`config.mk`:
```
export PLATFORM = sky130hd
export DESIGN_NAME = mode_display_mux
export DESIGN_NICKNAME = d
export VERILOG_FILES = /design/src/rtl/mode_display_mux_pkg.sv /design/src/rtl/mode_display_mux_btn_debounce.sv /design/src/rtl/mode_display_mux.sv
export SDC_FILE = /design/constraint.sdc
export NUM_CORES = 1
export LEC_CHECK = 0
export CELL_PAD_IN_SITES_DETAIL_PLACEMENT = 0
export CELL_PAD_IN_SITES_GLOBAL_PLACEMENT = 2
export CORE_ASPECT_RATIO = 0.7
export CORE_UTILIZATION = 23
export DETAILED_ROUTE_END_ITERATION = 7
export MAX_ROUTING_LAYER = met4
export PLACE_DENSITY_LB_ADDON = 0.1
export SKIP_CTS_REPAIR_TIMING = 1
export SYNTH_ARGS = -nofsm -noshare
export SYNTH_HDL_FRONTEND = slang
export SYNTH_SLANG_ARGS = --single-unit
```
`constraint.sdc`:
```
create_clock -name clk -period 2 [get_ports clk]
set_clock_uncertainty 0.15 [all_clocks]
set_input_delay 0.4 -clock clk [delete_from_list [all_inputs] [get_ports clk]]
set_output_delay 0.4 -clock clk [all_outputs]
set_load 0.01 [all_outputs]
```
`src/rtl/mode_display_mux_pkg.sv`:
```
// Shared clock-app definitions: display blanking constants, mode indices and
// the mode-select width helper used by mode_display_mux.
package mode_display_mux_pkg;

   localparam int SEG_MAX_W = 64;

   // Wide constants; consumers slice off the width they need.
   localparam logic [SEG_MAX_W-1:0] SEG_BLANK_DATA = '0;
   localparam logic [SEG_MAX_W-1:0] SEG_COM_OFF    = '1;

   typedef enum logic [2:0] {
      MODE_WATCH     = 3'd0,
      MODE_STOPWATCH = 3'd1,
      MODE_ALARM     = 3'd2
   } mode_e;

   function automatic int sel_width(input int n);
      return (n <= 2) ? 1 : $clog2(n);
   endfunction

endpackage

```
`src/rtl/mode_display_mux_btn_debounce.sv`:
```
// Button conditioner: 2-FF synchroniser, consecutive-cycle debounce counter and
// stable level; emits a one-cycle pulse on each accepted 0->1 transition.
module btn_debounce #(
   parameter int DEBOUNCE_CYCLES = 20
) (
   input  logic clk,
   input  logic rst,
   input  logic btn,
   output logic rise
);

   localparam int CNT_W = (DEBOUNCE_CYCLES < 2) ? 1 : $clog2(DEBOUNCE_CYCLES + 1);

   logic             sync1_reg;
   logic             sync2_reg;
   logic             stable_reg;
   logic             rise_reg;
   logic [CNT_W-1:0] cnt_reg;

   always_ff @(posedge clk or negedge rst) begin
      if (!rst) begin
         sync1_reg  <= 1'b0;
         sync2_reg  <= 1'b0;
         stable_reg <= 1'b0;
         rise_reg   <= 1'b0;
         cnt_reg    <= '0;
      end else begin
         sync1_reg <= btn;
         sync2_reg <= sync1_reg;
         rise_reg  <= 1'b0;
         if (sync2_reg == stable_reg) begin
            cnt_reg <= '0;
         end else if (cnt_reg == CNT_W'(DEBOUNCE_CYCLES - 1)) begin
            // This cycle is the DEBOUNCE_CYCLES-th differing one: accept the level.
            cnt_reg    <= '0;
            stable_reg <= ~stable_reg;
            rise_reg   <= ~stable_reg;
         end else begin
            cnt_reg <= cnt_reg + CNT_W'(1);
         end
      end
   end

   assign rise = rise_reg;

endmodule

```
`src/rtl/mode_display_mux.sv`:
```
// Mode sequencer and 7-segment source mux with debounce, lock and blanking.
// Define MODE_REVERSE_EN to add the mode_prev_btn input (step backwards).
module mode_display_mux
   import mode_display_mux_pkg::*;
#(
   parameter int  NUM_MODES       = 3,
   parameter int  SEG_W           = 8,
   parameter int  COM_W           = 8,
   parameter int  DEBOUNCE_CYCLES = 20,
   parameter int  BLANK_CYCLES    = 2,
   localparam int SEL_W           = sel_width(NUM_MODES)
) (
   input  logic                       clk,
   input  logic                       rst,
   input  logic                       mode_btn,
`ifdef MODE_REVERSE_EN
   input  logic                       mode_prev_btn,
`endif
   input  logic                       mode_lock,
   input  logic [NUM_MODES*SEG_W-1:0] src_seg_data,
   input  logic [NUM_MODES*COM_W-1:0] src_seg_com,
   output logic [SEG_W-1:0]           seg_data,
   output logic [COM_W-1:0]           seg_com,
   output logic [SEL_W-1:0]           mode_sel,
   output logic [NUM_MODES-1:0]       mode_led,
   output logic                       mode_changed
);

   localparam int               BLANK_W   = (BLANK_CYCLES < 2) ? 1 : $clog2(BLANK_CYCLES + 1);
   localparam logic [SEL_W-1:0] LAST_MODE = SEL_W'(NUM_MODES - 1);

   logic               next_rise;
   logic               prev_rise;
   logic [SEL_W-1:0]   mode_sel_reg, mode_sel_next;
   logic               mode_changed_reg, mode_changed_next;
   logic [BLANK_W-1:0] blank_cnt_reg, blank_cnt_next;
   logic [SEG_W-1:0]   seg_data_reg, seg_data_next;
   logic [COM_W-1:0]   seg_com_reg, seg_com_next;

   logic [SEG_W-1:0]   src_data [NUM_MODES];
   logic [COM_W-1:0]   src_com  [NUM_MODES];

   genvar gi;
   generate
      for (gi = 0; gi < NUM_MODES; gi++) begin : g_src
         assign src_data[gi] = src_seg_data[gi*SEG_W +: SEG_W];
         assign src_com[gi]  = src_seg_com[gi*COM_W +: COM_W];
         assign mode_led[gi] = (mode_sel_reg == SEL_W'(gi));
      end
   endgenerate

   btn_debounce #(
      .DEBOUNCE_CYCLES(DEBOUNCE_CYCLES)
   ) u_next_btn (
      .clk (clk),
      .rst (rst),
      .btn (mode_btn),
      .rise(next_rise)
   );

`ifdef MODE_REVERSE_EN
   btn_debounce #(
      .DEBOUNCE_CYCLES(DEBOUNCE_CYCLES)
   ) u_prev_btn (
      .clk (clk),
      .rst (rst),
      .btn (mode_prev_btn),
      .rise(prev_rise)
   );
`else
   assign prev_rise = 1'b0;
`endif

   always_comb begin
      mode_sel_next     = mode_sel_reg;
      mode_changed_next = 1'b0;
      blank_cnt_next    = blank_cnt_reg;
      seg_data_next     = SEG_BLANK_DATA[SEG_W-1:0];
      seg_com_next      = SEG_COM_OFF[COM_W-1:0];

      if (blank_cnt_reg != '0) begin
         blank_cnt_next = blank_cnt_reg - BLANK_W'(1);
      end

      // Simultaneous next/prev presses cancel; a locked press is simply dropped.
      if (!mode_lock && (next_rise != prev_rise)) begin
         mode_changed_next = 1'b1;
         blank_cnt_next    = BLANK_W'(BLANK_CYCLES);
         if (next_rise) begin
            mode_sel_next = (mode_sel_reg == LAST_MODE) ? '0 : mode_sel_reg + SEL_W'(1);
         end else begin
            mode_sel_next = (mode_sel_reg == '0) ? LAST_MODE : mode_sel_reg - SEL_W'(1);
         end
      end

      // Blank exactly while the registered counter will be nonzero.
      if (blank_cnt_next == '0) begin
         seg_data_next = src_data[mode_sel_next];
         seg_com_next  = src_com[mode_sel_next];
      end
   end

   always_ff @(posedge clk or negedge rst) begin
      if (!rst) begin
         mode_sel_reg     <= SEL_W'(MODE_WATCH);
         mode_changed_reg <= 1'b0;
         blank_cnt_reg    <= '0;
         seg_data_reg     <= SEG_BLANK_DATA[SEG_W-1:0];
         seg_com_reg      <= SEG_COM_OFF[COM_W-1:0];
      end else begin
         mode_sel_reg     <= mode_sel_next;
         mode_changed_reg <= mode_changed_next;
         blank_cnt_reg    <= blank_cnt_next;
         seg_data_reg     <= seg_data_next;
         seg_com_reg      <= seg_com_next;
      end
   end

   assign mode_sel     = mode_sel_reg;
   assign mode_changed = mode_changed_reg;
   assign seg_data     = seg_data_reg;
   assign seg_com      = seg_com_reg;

endmodule
```
==> qor.yml, run 1 <==
portBuffers: 73
vias: 1145
via_per_inst: 4.225
seq_area_frac_synth_pct: 54.00
required_ps: 1450
utilization_pct: 41.07
crit_buf_inv: 1
antenna_found_initial: 0
synth_cell_types: 29
mappedNetlistNets: 169
hp-class: "reg -> reg"
critical-path-top-delay-family: "buffers and inverters"
dieArea_um2: 6447
netlist_top_cells_area: "dfrtp_1 39%, dfstp_2 15%, mux2i_1 11%"
first_iter_violations: 12
cts_tree: "yes"
drt_pre_antenna_iters: 4
grt_pass1_vias: 1183
fp.dieW_um: 95.55
drv_slew: 0
avgSynthCellArea_um2: 12.69
setup_tns_ps: 0
synth_top_area_share_pct: 39.08
multi_input_area_um2: 604.3
cts_root_buf: "clkbuf_8"
status: "finished clean"
synth_edf_count: 0
rows: 23
crit_fanout: 1
fillers: 559
design.core.area_um2: 5813
ioPinCount: 74
yosys_register_bits: 30
synth_ff_type: "dfrtp_1"
ys_top_cells_by_count: "22 x dfrtp_1, 16 x mux2i_1, 8 x a21oi_1, 8 x dfstp_2, 8 x o2bb2ai_1"
slowest_stage: "clkdlybuf4s50_1"
grt.total_usage_pct: 12.38
worstPathArrival_ps: 1340
area_growth_pct: 69.45
regArea_um2: 760.7
min_period_ps: 1886
synth_most_common_cell: "dfrtp_1"
dpl.hpwl_um: 2836
crit_chain: "clkdlybuf4s50_1"
clock_latency_ps: 270
die_y_um: 67.48
antenna_cells: 0
grt_pass1_wl_um: 5623
wl_per_cell_um: 13.33
grt_max_degree: 31
htreeDepth: 2
drive_gt1_share_pct: 15.31
rsz0062_at_grt: "false"
synth_cells: 111
antenna_left: 0
irDropWorstVdd_mv: 0.2352
drv_cap: 0
setup_viol: 0
clock_path_buffers: 2
p_per_area_nw_per_um2: 550.3
synth_area_um2: 1409
path_class: "reg -> out"
slew_headroom_pct: 73.96
hold_viol_final: 0
p_leak_nw: 1.014
cp-end-kind: "output port"
overflow: 0
start_kind: "flop"
async_reset_ff_share_pct: 100.0
numCtsBuffers: 5
worst_pin_slew_ps: 390.6
fmax_mhz: 530.3
synth_warnings: 0
drc_errors: 0
final_nets: 253
cpPeakStageDelay_ps: 550
place_congestion: 0.6750
clock-sinks: 30
clk_pin_slew_ps: 60
initial_core_util_pct: 24.24
synth_largest_area_cell: "dfrtp_1"
fin_crit_sh_pct: 94.29
routed_wl_um: 3612
## placed cells by master (no fill, tap or decap), drive strengths merged, types with 2 or more instances in the layout
| cell type | n |
|---|---|
| a21oi | 8 |
| buf | 8 |
| clkbuf | 8 |
| clkdlybuf4s50 | 70 |
| dfrtp | 22 |
| dfstp | 8 |
| dlymetal6s2s | 3 |
| ha | 6 |
| inv | 2 |
| mux2i | 17 |
| nand2 | 3 |
| nand3 | 2 |
| nand4bb | 2 |
| nor2 | 5 |
| nor3b | 2 |
| o21ai | 11 |
| o2bb2ai | 8 |
| xor2 | 3 |
## final cells by class
class / count / share of cell area (%)
timing repair buffer: 81 / 33.96
clock buffer: 8 / 4.612
inverter: 2 / 0.3145
sequential: 30 / 31.87
tap: 75 / 3.931
multi-input combinational: 75 / 25.31
## report_power, final
group | total, mW | switching [mW] | internal (mW)
logic | 0.135 | 0.0356 | 0.0996
registers | 0.620 | 0.00483 | 0.615
clock network | 0.559 | 0.212 | 0.347
## stage by stage
stage,worst slack [ps],hold slack [ps],cells,instance area (um2),power [mW]
after global placement,-110.1,183.1,263,2266,0.7654
after global routing,54.85,205.6,271,2387,1.387
after detailed placement,-134.9,189.3,263,2266,0.7678
after CTS,-106.5,203.3,271,2376,1.347
final,114.2,200.1,271,2387,1.314
after floorplan,170.5,-45.59,111,1409,0.6482
## routing by layer
| layer | vias to the layer above | track usage, % | part of all wire (%) | wire length, um |
|---|---|---|---|---|
| met5 | - | - | 0 | 0 |
| met4 | 0 | 3.358 | 0.42 | 15 |
| met3 | 2 | 4.392 | 7.5 | 272 |
| met2 | 43 | 19.91 | 48 | 1750 |
| met1 | 533 | 14.81 | 44 | 1574 |
| li1 | 567 | - | - | - |
## final timing paths
kind	start	endpoint	slack, ps	depth (start not counted)
min	u_next_btn.sync1_reg	u_next_btn.sync2_reg	200	0
max in group asynchronous	rst	seg_com[7]	1010	2
min in group asynchronous	rst	u_next_btn.sync2_reg	370	2
max reg2reg	mode_sel[0]	seg_data[0]	400	6
min reg2reg	u_next_btn.sync1_reg	u_next_btn.sync2_reg	200	0
max	seg_com[1]	seg_com[1]	110	1
## logic make-up after synthesis
group | synth area share [%]
buf+inv | 3.374
xor+xnor | 2.487
compound gates | 12.26
flops | 54.00
simple gates | 8.792
fa+ha+maj | 5.328
mux | 13.77
Power figures use the tool's default switching activity.
==> run 2: changes to the inputs <==
- SKIP_CTS_REPAIR_TIMING: 1 -> unset
==> qor.yml, run 2 (synthesis gave the netlist of run 1 again) <==
grt_pass1_wl_um: 5616  # -0.12%
clock-sinks: 30  # unchanged
crit_buf_inv: 1  # unchanged
antenna_left: 0  # unchanged
fp.dieW_um: 95.55  # unchanged
p_clk_share_pct: 42.5  # about the same
drv_cap: 0  # unchanged
portBuffers: 73  # unchanged
irDropWorstVdd_mv: 0.2352  # about the same
fillers: 561  # +0.36%
numCtsBuffers: 5  # unchanged
dieArea_um2: 6447  # unchanged
routed_wl_um: 3621  # +0.25%
antenna_found_initial: 0  # unchanged
slew_headroom_pct: 74.02  # about the same
place_congestion: 0.6750  # unchanged
worst_pin_slew_ps: 389.7  # -0.8388 ps
crit_chain: "clkdlybuf4s50_1"
setup_viol: 0  # unchanged
grt.total_usage_pct: 12.36  # -0.025 points
die_y_um: 67.48  # unchanged
grt_pass1_vias: 1176  # -0.59%
clock_latency_ps: 270  # about the same
seqPwrFrac_pct: 47.2  # about the same
vias: 1141  # -0.35%
p_comb_share_pct: 10.3  # about the same
rows: 23  # unchanged
fmax_mhz: 530.3  # about the same
place_area_um2: 2266  # unchanged
design.core.area_um2: 5813  # unchanged
crit_fanout: 1  # unchanged
antenna_cells: 0  # unchanged
net-switching-power_mw: 0.2520  # about the same
fin_crit_sh_pct: 94.28  # about the same
min_period_ps: 1886  # -0.1990 ps
cts_root_buf: "clkbuf_8"
cts_tree: "yes"
ioPinCount: 74  # unchanged
reg2reg_slack_ps: 400  # about the same
dpl.hpwl_um: 2836  # unchanged
clock_path_buffers: 2  # unchanged
final_nets: 253  # unchanged
status: "finished clean"
drive_gt1_share_pct: 15.31  # unchanged
initial_core_util_pct: 24.24  # unchanged
worstPathArrival_ps: 1340  # about the same
drv_slew: 0  # unchanged
p_per_area_nw_per_um2: 552.8  # +0.46%
start_kind: "flop"
final_common_cell: "clkdlybuf4s50_1"
drt_pre_antenna_iters: 4  # unchanged
first_iter_violations: 10  # -2
most-common-layout-cells: "70 x clkdlybuf4s50_1, 22 x dfrtp_1, 16 x mux2i_1"
rsz0062_at_grt: "false"
htreeDepth: 2  # unchanged
p_int_mw: 1.061  # about the same
placed_cells: 263  # unchanged
clk_pin_slew_ps: 60  # about the same
fin_cells: 271  # unchanged
slowest_stage: "clkdlybuf4s50_1"
stdcell_area_um2: 2376  # -0.47%
required_ps: 1450  # about the same
hold_viol_final: 0  # unchanged
path_class: "reg -> out"
via_per_inst: 4.210  # -0.35%
switching_share_pct: 19.19  # about the same
area_growth_pct: 68.65
drc_errors: 0  # unchanged
cpPeakStageDelay_ps: 550  # about the same
wl_per_cell_um: 13.36  # +0.25%
grt_max_degree: 31  # unchanged
p_leak_nw: 0.9718  # -4.1%
critical-path-top-delay-family: "buffers and inverters"
overflow: 0  # unchanged
hp-class: "reg -> reg"
cp-end-kind: "output port"
[run 2: layout make-up]
cell class              instances  area, um2  area share [%]
clock buffers                   8      110.1           4.634
well taps                      75      93.84           3.949
inverters                       2      7.507          0.3160
flip-flops and latches         30      760.7           32.02
multi-input cells              75      604.3           25.43
repair buffers                 81      799.5           33.65
[run 2: worst paths after layout]
kind                                       from                    to  cells past startpoint
setup / recovery                     seg_com[1]            seg_com[1]                      1
hold / removal             u_next_btn.sync1_reg  u_next_btn.sync2_reg                      0
setup reg to reg                    mode_sel[0]           seg_data[0]                      6
hold reg to reg            u_next_btn.sync1_reg  u_next_btn.sync2_reg                      0
max in group asynchronous                   rst            seg_com[7]                      2
min in group asynchronous                   rst  u_next_btn.sync2_reg                      2
[run 2: what timing repair did]
item                                    CTS  global route
resized for setup                         4             1
endpoints found under the setup margin    3             7
setup buffers                             0             0
hold buffers                              0             0
[run 2: stage by stage]
step	TNS (ps)	worst slack, ps	total power [mW]	hold slack, ps	util [%]
final	0	114.4	1.314	200.1	40.87
after global routing	0	54.85	1.387	205.6	40.87
after CTS	0	93.92	1.347	203.3	40.81
after detailed placement	-1628	-134.9	0.7678	189.3	38.98
after global placement	-1168	-110.1	0.7654	183.1	38.98
after floorplan	0	170.5	0.6482	-45.59	-
[run 2: power groups by stage]
stage               Clock, mW  Sequential (mW)  Combinational (mW)
floorplan                   0            0.629              0.0191
detailed placement          0            0.630               0.138
global placement            0            0.630               0.136
CTS                     0.590            0.619               0.138
finish                  0.559            0.620               0.135
global route            0.619            0.620               0.149
[run 2: layer usage]
metal	vias to the layer above	part of all wire, %	global-route usage (%)
met3	2	7.5	4.392
li1	567	-	-
met5	-	0	-
met1	529	44	14.81
met2	43	48	19.82
met4	0	0.41	3.358
